$ cat src/rtl/muldiv_pkg.sv
// Shared constants, state encoding and opcode helpers for the multiply/divide controller.
package muldiv_pkg;

  localparam int unsigned XLEN = 32;

  localparam logic [5:0] OpMul    = 6'b101001;
  localparam logic [5:0] OpMulh   = 6'b101010;
  localparam logic [5:0] OpMulhsu = 6'b101011;
  localparam logic [5:0] OpMulhu  = 6'b101100;
  localparam logic [5:0] OpDiv    = 6'b101101;
  localparam logic [5:0] OpDivu   = 6'b101110;
  localparam logic [5:0] OpRem    = 6'b101111;
  localparam logic [5:0] OpRemu   = 6'b110000;

  typedef enum logic [2:0] {
    StIdle,
    StCalc,
    StDiv,
    StFix,
    StDone
  } state_e;

  function automatic logic is_valid_op(input logic [5:0] op);
    return op inside {OpMul, OpMulh, OpMulhsu, OpMulhu, OpDiv, OpDivu, OpRem, OpRemu};
  endfunction

  function automatic logic is_div_op(input logic [5:0] op);
    return op inside {OpDiv, OpDivu, OpRem, OpRemu};
  endfunction

  function automatic logic is_signed_div(input logic [5:0] op);
    return op inside {OpDiv, OpRem};
  endfunction

  function automatic logic is_rem_op(input logic [5:0] op);
    return op inside {OpRem, OpRemu};
  endfunction

endpackage

$ cat src/rtl/muldiv_ctrl_div_iter.sv
// Restoring divider datapath: one quotient bit per enabled cycle on unsigned magnitudes.
module div_iter #(
  parameter int unsigned XLEN = 32
) (
  input  logic            clk,
  input  logic            rst_n,
  input  logic            load_i,
  input  logic            en_i,
  input  logic [XLEN-1:0] dividend_i,
  input  logic [XLEN-1:0] divisor_i,
  output logic [XLEN-1:0] quotient_o,
  output logic [XLEN-1:0] remainder_o
);

  logic [XLEN-1:0] rem_q, rem_d;
  logic [XLEN-1:0] quo_q, quo_d;
  logic [XLEN:0]   shifted;
  logic [XLEN:0]   trial;

  // The quotient register starts out holding the dividend and shifts it into the remainder.
  always_comb begin
    rem_d   = rem_q;
    quo_d   = quo_q;
    shifted = {rem_q, quo_q[XLEN-1]};
    trial   = shifted - {1'b0, divisor_i};
    if (load_i) begin
      rem_d = '0;
      quo_d = dividend_i;
    end else if (en_i) begin
      if (trial[XLEN]) begin
        rem_d = shifted[XLEN-1:0];
        quo_d = {quo_q[XLEN-2:0], 1'b0};
      end else begin
        rem_d = trial[XLEN-1:0];
        quo_d = {quo_q[XLEN-2:0], 1'b1};
      end
    end
  end

  always_ff @(posedge clk or negedge rst_n) begin
    if (!rst_n) begin
      rem_q <= '0;
      quo_q <= '0;
    end else begin
      rem_q <= rem_d;
      quo_q <= quo_d;
    end
  end

  assign quotient_o  = quo_q;
  assign remainder_o = rem_q;

endmodule

$ cat src/rtl/muldiv_ctrl.sv
// RV32M-style multiply/divide controller: single-cycle multiply and special cases,
// 32-step restoring division with sign fix-up, registered busy/done/result.
module muldiv_ctrl #(
  parameter int unsigned XLEN = muldiv_pkg::XLEN
) (
  input  logic            clk,
  input  logic            rst_n,
  input  logic            start,
  input  logic [5:0]      aluSelect,
  input  logic [XLEN-1:0] rs1,
  input  logic [XLEN-1:0] rs2,
  input  logic            flush,
  output logic            busy,
  output logic            done,
  output logic [XLEN-1:0] result
);

  import muldiv_pkg::*;

  localparam int unsigned CntW = $clog2(XLEN);
  localparam logic [XLEN-1:0] MinInt = {1'b1, {(XLEN-1){1'b0}}};

  state_e            state_q;
  logic [5:0]        op_q;
  logic [XLEN-1:0]   rs1_q, rs2_q;
  logic [CntW-1:0]   cnt_q;
  logic              busy_q, done_q;
  logic [XLEN-1:0]   result_q;

  logic              can_accept, accept, special;
  logic [XLEN-1:0]   dividend_mag, divisor_mag;
  logic [XLEN-1:0]   quotient, remainder;
  logic [2*XLEN-1:0] mul_a, mul_b, product;
  logic              sign_a, sign_b, q_neg, r_neg;
  logic [XLEN-1:0]   calc_res, fix_res;

  // Decode of the incoming request; special cases finish in CALC without iterating.
  always_comb begin
    can_accept   = (state_q == StIdle) || (state_q == StDone);
    accept       = start && is_valid_op(aluSelect) && can_accept;
    special      = !is_div_op(aluSelect) || (rs2 == '0) ||
                   (is_signed_div(aluSelect) && (rs1 == MinInt) && (rs2 == '1));
    dividend_mag = (is_signed_div(aluSelect) && rs1[XLEN-1]) ? -rs1 : rs1;
    divisor_mag  = (is_signed_div(op_q) && rs2_q[XLEN-1]) ? -rs2_q : rs2_q;
  end

  div_iter #(
    .XLEN (XLEN)
  ) u_div_iter (
    .clk         (clk),
    .rst_n       (rst_n),
    .load_i      (accept && !special && !flush),
    .en_i        (state_q == StDiv),
    .dividend_i  (dividend_mag),
    .divisor_i   (divisor_mag),
    .quotient_o  (quotient),
    .remainder_o (remainder)
  );

  // Multiply via sign-extended double-width operands covers s*s, s*u and u*u alike.
  always_comb begin
    sign_a   = (op_q == OpMulh) || (op_q == OpMulhsu);
    sign_b   = (op_q == OpMulh);
    mul_a    = {{XLEN{sign_a & rs1_q[XLEN-1]}}, rs1_q};
    mul_b    = {{XLEN{sign_b & rs2_q[XLEN-1]}}, rs2_q};
    product  = mul_a * mul_b;
    calc_res = '0;
    case (op_q)
      OpMul:                      calc_res = product[XLEN-1:0];
      OpMulh, OpMulhsu, OpMulhu:  calc_res = product[2*XLEN-1:XLEN];
      OpDiv, OpDivu:              calc_res = (rs2_q == '0) ? '1 : MinInt;
      OpRem, OpRemu:              calc_res = (rs2_q == '0) ? rs1_q : '0;
      default:                    calc_res = '0;
    endcase
  end

  always_comb begin
    q_neg   = is_signed_div(op_q) && (rs1_q[XLEN-1] ^ rs2_q[XLEN-1]);
    r_neg   = is_signed_div(op_q) && rs1_q[XLEN-1];
    fix_res = is_rem_op(op_q) ? (r_neg ? -remainder : remainder)
                              : (q_neg ? -quotient : quotient);
  end

  always_ff @(posedge clk or negedge rst_n) begin
    if (!rst_n) begin
      state_q  <= StIdle;
      op_q     <= '0;
      rs1_q    <= '0;
      rs2_q    <= '0;
      cnt_q    <= '0;
      busy_q   <= 1'b0;
      done_q   <= 1'b0;
      result_q <= '0;
    end else if (flush) begin
      state_q <= StIdle;
      busy_q  <= 1'b0;
      done_q  <= 1'b0;
    end else begin
      done_q <= 1'b0;
      unique case (state_q)
        StIdle, StDone: begin
          state_q <= StIdle;
          busy_q  <= 1'b0;
          if (accept) begin
            op_q   <= aluSelect;
            rs1_q  <= rs1;
            rs2_q  <= rs2;
            busy_q <= 1'b1;
            if (special) begin
              state_q <= StCalc;
            end else begin
              state_q <= StDiv;
              cnt_q   <= CntW'(XLEN - 1);
            end
          end
        end
        StCalc: begin
          state_q  <= StDone;
          busy_q   <= 1'b0;
          done_q   <= 1'b1;
          result_q <= calc_res;
        end
        StDiv: begin
          if (cnt_q == '0) begin
            state_q <= StFix;
          end else begin
            cnt_q <= cnt_q - CntW'(1);
          end
        end
        StFix: begin
          state_q  <= StDone;
          busy_q   <= 1'b0;
          done_q   <= 1'b1;
          result_q <= fix_res;
        end
        default: begin
          state_q <= StIdle;
          busy_q  <= 1'b0;
        end
      endcase
    end
  end

  assign busy   = busy_q;
  assign done   = done_q;
  assign result = result_q;

endmodule

$ cat config.mk
export PLATFORM = sky130hd
export DESIGN_NAME = muldiv_ctrl
export DESIGN_NICKNAME = d
export VERILOG_FILES = /design/src/rtl/muldiv_pkg.sv /design/src/rtl/muldiv_ctrl_div_iter.sv /design/src/rtl/muldiv_ctrl.sv
export SDC_FILE = /design/constraint.sdc
export NUM_CORES = 2
export LEC_CHECK = 0
export CAP_MARGIN = 10
export CORE_MARGIN = 3
export CORE_UTILIZATION = 35
export CTS_BUF_LIST = sky130_fd_sc_hd__clkbuf_4
export CTS_CLUSTER_SIZE = 16
export DETAILED_ROUTE_END_ITERATION = 8
export PLACE_DENSITY = 0.51
export SLEW_MARGIN = 20
export SYNTH_ARGS = -nofsm -noshare
export SYNTH_HDL_FRONTEND = slang
export SYNTH_HIERARCHICAL = 1
export SYNTH_SLANG_ARGS = --single-unit
export TNS_END_PERCENT = 5
$ cat constraint.sdc
create_clock -name clk -period 15.87 [get_ports clk]
set_input_delay 3.174 -clock clk [delete_from_list [all_inputs] [get_ports clk]]
set_output_delay 3.174 -clock clk [all_outputs]
set_load 0.005 [all_outputs]
== Word-level counts from Yosys, hierarchy flattened ==
Index checks and enable logic that the tools add are counted.

* Bits in registers: 176
* Input port bits: 74
* Output and inout bits: 34
* Logic and storage cells: 114

* $add $sub $neg: 6
* Multiply operators: 1
* Equal/unequal tests: 27
* Multiplexer cells: 29
* Bitwise logic cells: 4
* Reduce and logical (&&, ||, !) cells: 37

{| class="wikitable"
|+ Operator list
! operator !! number
|-
| $mux 32 || 11
|-
| $neg 32->32 || 4
|-
| $pmux 32 s4 || 1
|-
| $eq 6x6->1 const B || 16
|-
| $eq 32x32->1 const B || 2
|-
| $logic_not 32->1 || 2
|-
| $mul 33x33->64 || 1
|-
| $pmux 32 s2 || 1
|-
| $sub 33x32->33 || 1
|-
| $mux 31 || 1
|-
| $mux 5 || 3
|-
| $reduce_bool 2->1 || 6
|-
| $logic_and 1x1->1 || 10
|-
| $pmux 5 s2 || 1
|-
| $pmux 3 s3 || 1
|-
| $ne 2x2->1 const B || 4
|-
| $reduce_bool 8->1 || 1
|-
| $reduce_or 2->1 || 4
|-
| $eq 3x2->1 const B || 2
|-
| $mux 3 || 2
|-
| $logic_not 5->1 || 1
|-
| $mux 1 || 5
|-
| $reduce_and 5->1 || 1
|-
| $sub 5x1->5 const B || 1
|-
| other kinds (15) || 22
|}

== Longest topological paths before layout ==
* Word-level depth: 9
* Mapped depth: 32
* Depth with buffers taken out: 30

== By module ==
Netlist, hierarchy kept.

{| class="wikitable"
|+ By module, submodules not included
! module !! instances !! cells an instance !! area each (um2) !! sequential area each (um2)
|-
| muldiv_ctrl || 1 || 5343 || 46856.2 || 2802.7
|-
| div_iter || 1 || 551 || 4833.4 || 1601.5
|}

== Worst setup path before layout ==
Ideal clock, no wire load.

* Path type: register to register
* From: register op_q[5]
* To: register result_q[26], in the netlist result[26]
* Library setup time: 127 ps
* Arrival: 8328 ps
* Data required time: 15743 ps
* Setup slack: 7415 ps
* Cell stages (with the launch flop): 32
* Buffers on the path: 3
* Period minus slack after synthesis: 8455 ps
* Cell sequence: dfrtp_1 > and3b_1 > clkbuf_1 > and3_1 > clkbuf_1 > nand2_1 > inv_1 > fa_1 > inv_1 > fa_1 > inv_1 > fa_1 > inv_1 > fa_1 > inv_1 > fa_1 > fa_1 > fa_1 > inv_1 > fa_1 > inv_1 > ha_1 > clkbuf_1 > a21oi_1 > o21ai_0 > a21o_1 > a21o_1 > a21oi_1 > a21boi_1 > nor4_1 > o31ai_1 > a21oi_1

* Word-level cells in the longest chain between the ends: 6
* Elaborated cells on any way between the ends: 24
* Classes of those cells: mul: 1; eq/ne: 8; mux: 5; bitwise: 2; reduce/logical: 8

{| class="wikitable"
|+ RTL lines
! what !! line !! source
|-
| from (decl) || muldiv_ctrl.sv:24 || <nowiki>logic [5:0] op_q;</nowiki>
|-
| from (signal assigned) || muldiv_ctrl.sv:105 || <nowiki>op_q <= aluSelect;</nowiki>
|-
| $eq 6x6->1 (on tied branches) || -- ||
|-
| $logic_or 1x1->1 or $reduce_bool 2->1 (tied branches) || muldiv_ctrl.sv:62, muldiv_pkg.sv:32 ||
|-
| $and 1x1->1, or another cell as far along || muldiv_ctrl.sv:64 || <nowiki>mul_a = {{XLEN{sign_a & rs1_q[XLEN-1]}}, rs1_q};</nowiki>
|-
| $mul 33x33->64, or another cell as far along || muldiv_ctrl.sv:66 || <nowiki>product = mul_a * mul_b;</nowiki>
|-
| $pmux 32 s4 or $mux 32 (tied branches) || muldiv_ctrl.sv:68, muldiv_ctrl.sv:80 ||
|-
| $pmux 32 s2 (*) || muldiv_ctrl.sv:100 || <nowiki>unique case (state_q)</nowiki>
|-
| to (signal assigned) || muldiv_ctrl.sv:121 || <nowiki>result_q <= calc_res;</nowiki>
|-
| to (signal assigned) || muldiv_ctrl.sv:134 || <nowiki>result_q <= fix_res;</nowiki>
|-
| to (decl) || muldiv_ctrl.sv:28 || <nowiki>logic [XLEN-1:0] result_q;</nowiki>
|}

Mark *: on every way between the ends. The rest lies on a longest branch, timed or not.
A chain may end at the register's enable or synchronous reset.

== Final worst setup path ==
* From: register op_q[1]
* To: register result_q[30], in the netlist result[30]

The elaborated chain is that of the path after synthesis.

==> impl_metrics.py <==
metrics = {
    "outcome": {
        "outcome": "finished, final reports clean",
    },
    "synthesis": {
        "synthDistinctLibCells": 94,
        "synth-edff-count": 0,
        "post_syn_area_per_cell_sq_um": 8.77,
        "yosysSeqAreaShare_pct": 8.52,
        "async_flop_share_pct": 100,
        "synth_simple_gate_area_share_pct": 15.5,
        "combinational_family_with_the_most_area_after_synthesis": "adder cells",
        "yosys.area_share.xor_xnor_pct": 3.51,
        "syn-num-nets": 7345,
        "synth.yosys.warnings": 6,
        "netlist_instances": 5894,
        "ys.flop_type": "dfrtp_1",
        "arithmetic_cell_share_of_the_synthesized_area_counting_full_adders_half_adders_and_majority_gates_pct": 49.7,
        "synth_area_sq_um": 51700,
        "muxShareOfSynthArea_pct": 2.65,
        "yosys_register_bits": 176,
        "complex_gate_fraction_of_the_synthesized_area_pct": 8.22,
    },
    "global_route": {
        "grt_start_max_net_pins": 97,
        "track_usage_pct": 23.8,
        "grt_pass1_vias": 42700,
        "wire_length_of_the_first_global_routing_pass_mm": 274,
        "grt_antenna_before_repair": 8,
        "grt-ovfl-total": 0,
    },
    "placement": {
        "portBuffers": 107,
        "post_dp_cell_area_sq_um": 54400,
        "pre_cts_slack_ns": 5.83,
        "final_gp_congestion": 0.950,
        "place_hpwl_mm": 137,
    },
    "clock_network": {
        "cts.htree.levels": 4,
        "cts_setup_buffers": 0,
        "cts-root-buf": "clkbuf_4",
        "cts_resized": 0,
        "cts.sinks": 176,
        "clkTransAtPathRegs_ns": 0.18,
        "clock_tree.buffer_depth": 2,
        "clock_latency_ns": 0.76,
        "tritoncts.num_buffers": 17,
        "clock_tree_from_tritoncts": "yes",
        "hold_buffers": 0,
    },
    "critical_path": {
        "worst_ep_required_time_ns": 16.51,
        "crit_type": "reg -> reg",
        "critical_path.top_delay_family": "adder cells",
        "timing.critical_path.depth": 28,
        "crit_slowest_cell": "fa_1",
        "critPathMostFrequentCell": "fa_1",
        "r2r.worst_path.cells": 28,
        "cpPeakStageDelay_ns": 0.81,
        "crit_path_start_kind": "flip-flop",
        "worstSetupEndpointType": "flip-flop",
        "arrival_ns": 10.56,
        "cp_max_fo": 31,
        "timing.critical_path.buf_inv": 6,
    },
    "sta": {
        "finalWorstSetupSlack_ns": 5.95,
        "period_needed_ns": 9.92,
        "slew-limit-headroom_pct": 20.7,
        "hold_viol": 0,
        "fin_tns_setup_ns": 0,
        "tightest_pin_transition_ns": 1.19,
        "min_period_over_period_pct": 62.5,
        "fin_skew_ns": 0.0376,
        "max_freq_mhz": 101,
        "setup_viol": 0,
        "grt_setup_unrepaired": "false",
        "timing.final.max_slew_violations": 0,
    },
    "floorplanning": {
        "io_pins": 108,
        "die_x_um": 390,
        "placementRows": 140,
        "design.die.area_sq_um": 152000,
        "floorplan.die.height_um": 390,
        "core_sq_um": 146000,
        "initial_core_util_pct": 35.4,
    },
    "layout": {
        "drive_gt1_share_pct": 4.29,
        "net_count_reported_at_finish": 7189,
        "final_design_instance_area_without_fill_sq_um": 54700,
        "layout_common_cells": "inv_1 (1251), fa_1 (1125), nand2_1 (966)",
        "commonest_non_fill_non_tap_cell_in_the_layout": "inv_1",
        "area_growth_syn_to_layout_pct": 5.77,
        "filler_cell_count": 15300,
    },
    "worst_hold_path": {
        "cell_depth_of_the_worst_min_delay_path": 2,
        "worstHoldPathType": "reg -> reg",
    },
    "detailed_routing": {
        "avgRoutedWirePerCell_um": 23.1,
        "detail_route.first_pass.iterations": 5,
        "dr.first_iter.drc_count": 3042,
        "drt_wl_total_mm": 177,
        "routed_via_density": 5.22,
        "vias": 40000,
        "final_antenna_net_count": 0,
        "drc_errors": 0,
    },
    "run": {
        "drv_cap": 0,
    },
}
[synth_stat cells, types with 35 or more instances]
master | count | area (sq um)
inv_1 | 1253 | 4700
fa_1 | 1126 | 22500
nand2_1 | 966 | 3630
and2_1 | 299 | 1870
clkbuf_1 | 299 | 1120
ha_1 | 251 | 3140
nor2_1 | 188 | 706
a21oi_1 | 186 | 931
dfrtp_1 | 176 | 4400
o21ai_0 | 120 | 601
xnor2_1 | 116 | 1020
xor2_1 | 89 | 780
mux2_2 | 64 | 721
mux2i_1 | 62 | 621
buf_1 | 44 | 165
o21ai_1 | 43 | 215
a21o_1 | 42 | 315
nor3_1 | 38 | 190
a211oi_1 | 35 | 263
[flip-flops by register name, indices dropped and copies added (netlist names)]
name,flops
rs1_q,32
done,1
u_div_iter/remainder_o,32
u_div_iter/quotient_o,32
busy,1
rs2_q,32
state_q,3
result,32
op_q,6
cnt_q,5
[layout make-up]
type	instances	area, sq um	area share (%)
inverter	1253	4700	8.60
sequential	176	4410	8.06
antenna	5	12.5	0.0229
multi-input combinational	4097	41200	75.3
clock buffer	17	128	0.233
timing repair buffer	193	1720	3.15
tap	1917	2400	4.39
clock inverter	15	151	0.277
[worst reg2reg max path: cells and delay by family (launching register included)]
family / cells / cell delay, ns
AO/OA/AOI/OAI: 8 / 1.89
flip-flops: 1 / 0.50
adder cells (fa/ha/maj): 9 / 5.07
AND/OR/NAND/NOR: 5 / 1.20
buffers and inverters: 6 / 1.17
[through the flow]
step / hold slack [ns] / utilization, % / instances
2_1_floorplan: 0.462 / - / 5894
4_1_cts: 0.525 / 37.4 / 7668
3_5_place_dp: 0.493 / 37.2 / 7636
5_1_grt: 0.542 / 37.4 / 7672
3_3_place_gp: 0.480 / 37.2 / 7636
6_report: 0.519 / 37.4 / 7673
[cell families after synthesis]
kind of cell	count (synthesis)
AOI/OAI and AO/OA	659
xor gates and xnor gates	206
adders and majority gates	1377
buffers and inverters	1621
DFF	176
muxes	128
and+or+nand+nor	1727
[layer usage]
metal  track usage, %  up-vias  share of wire [%]
li1                 -    17500                  -
met4             7.60        0                3.6
met5                0        -                  0
met3             3.29      285                6.4
met2             39.1     1271                 47
met1             32.6    21000                 43
[final timing paths]
| path | from | to | slack (ns) |
|---|---|---|---|
| worst min register to register | result[12]$_DFFE_PN0P_ | result[12]$_DFFE_PN0P_ | 0.52 |
| worst max-delay path | op_q[1]$_DFFE_PN0P_ | result[30]$_DFFE_PN0P_ | 5.95 |
| worst max register to register | op_q[1]$_DFFE_PN0P_ | result[30]$_DFFE_PN0P_ | 5.95 |
| worst min-delay path | result[12]$_DFFE_PN0P_ | result[12]$_DFFE_PN0P_ | 0.52 |
| max in group asynchronous | rst_n | rs2_q[15]$_DFFE_PN0P_ | 12.15 |
| min in group asynchronous | rst_n | state_q[2]$_DFFE_PN0P_ | 2.39 |
Power is not shown: default switching activity piles up to over one toggle a cycle in this logic, so the estimate is an artifact.
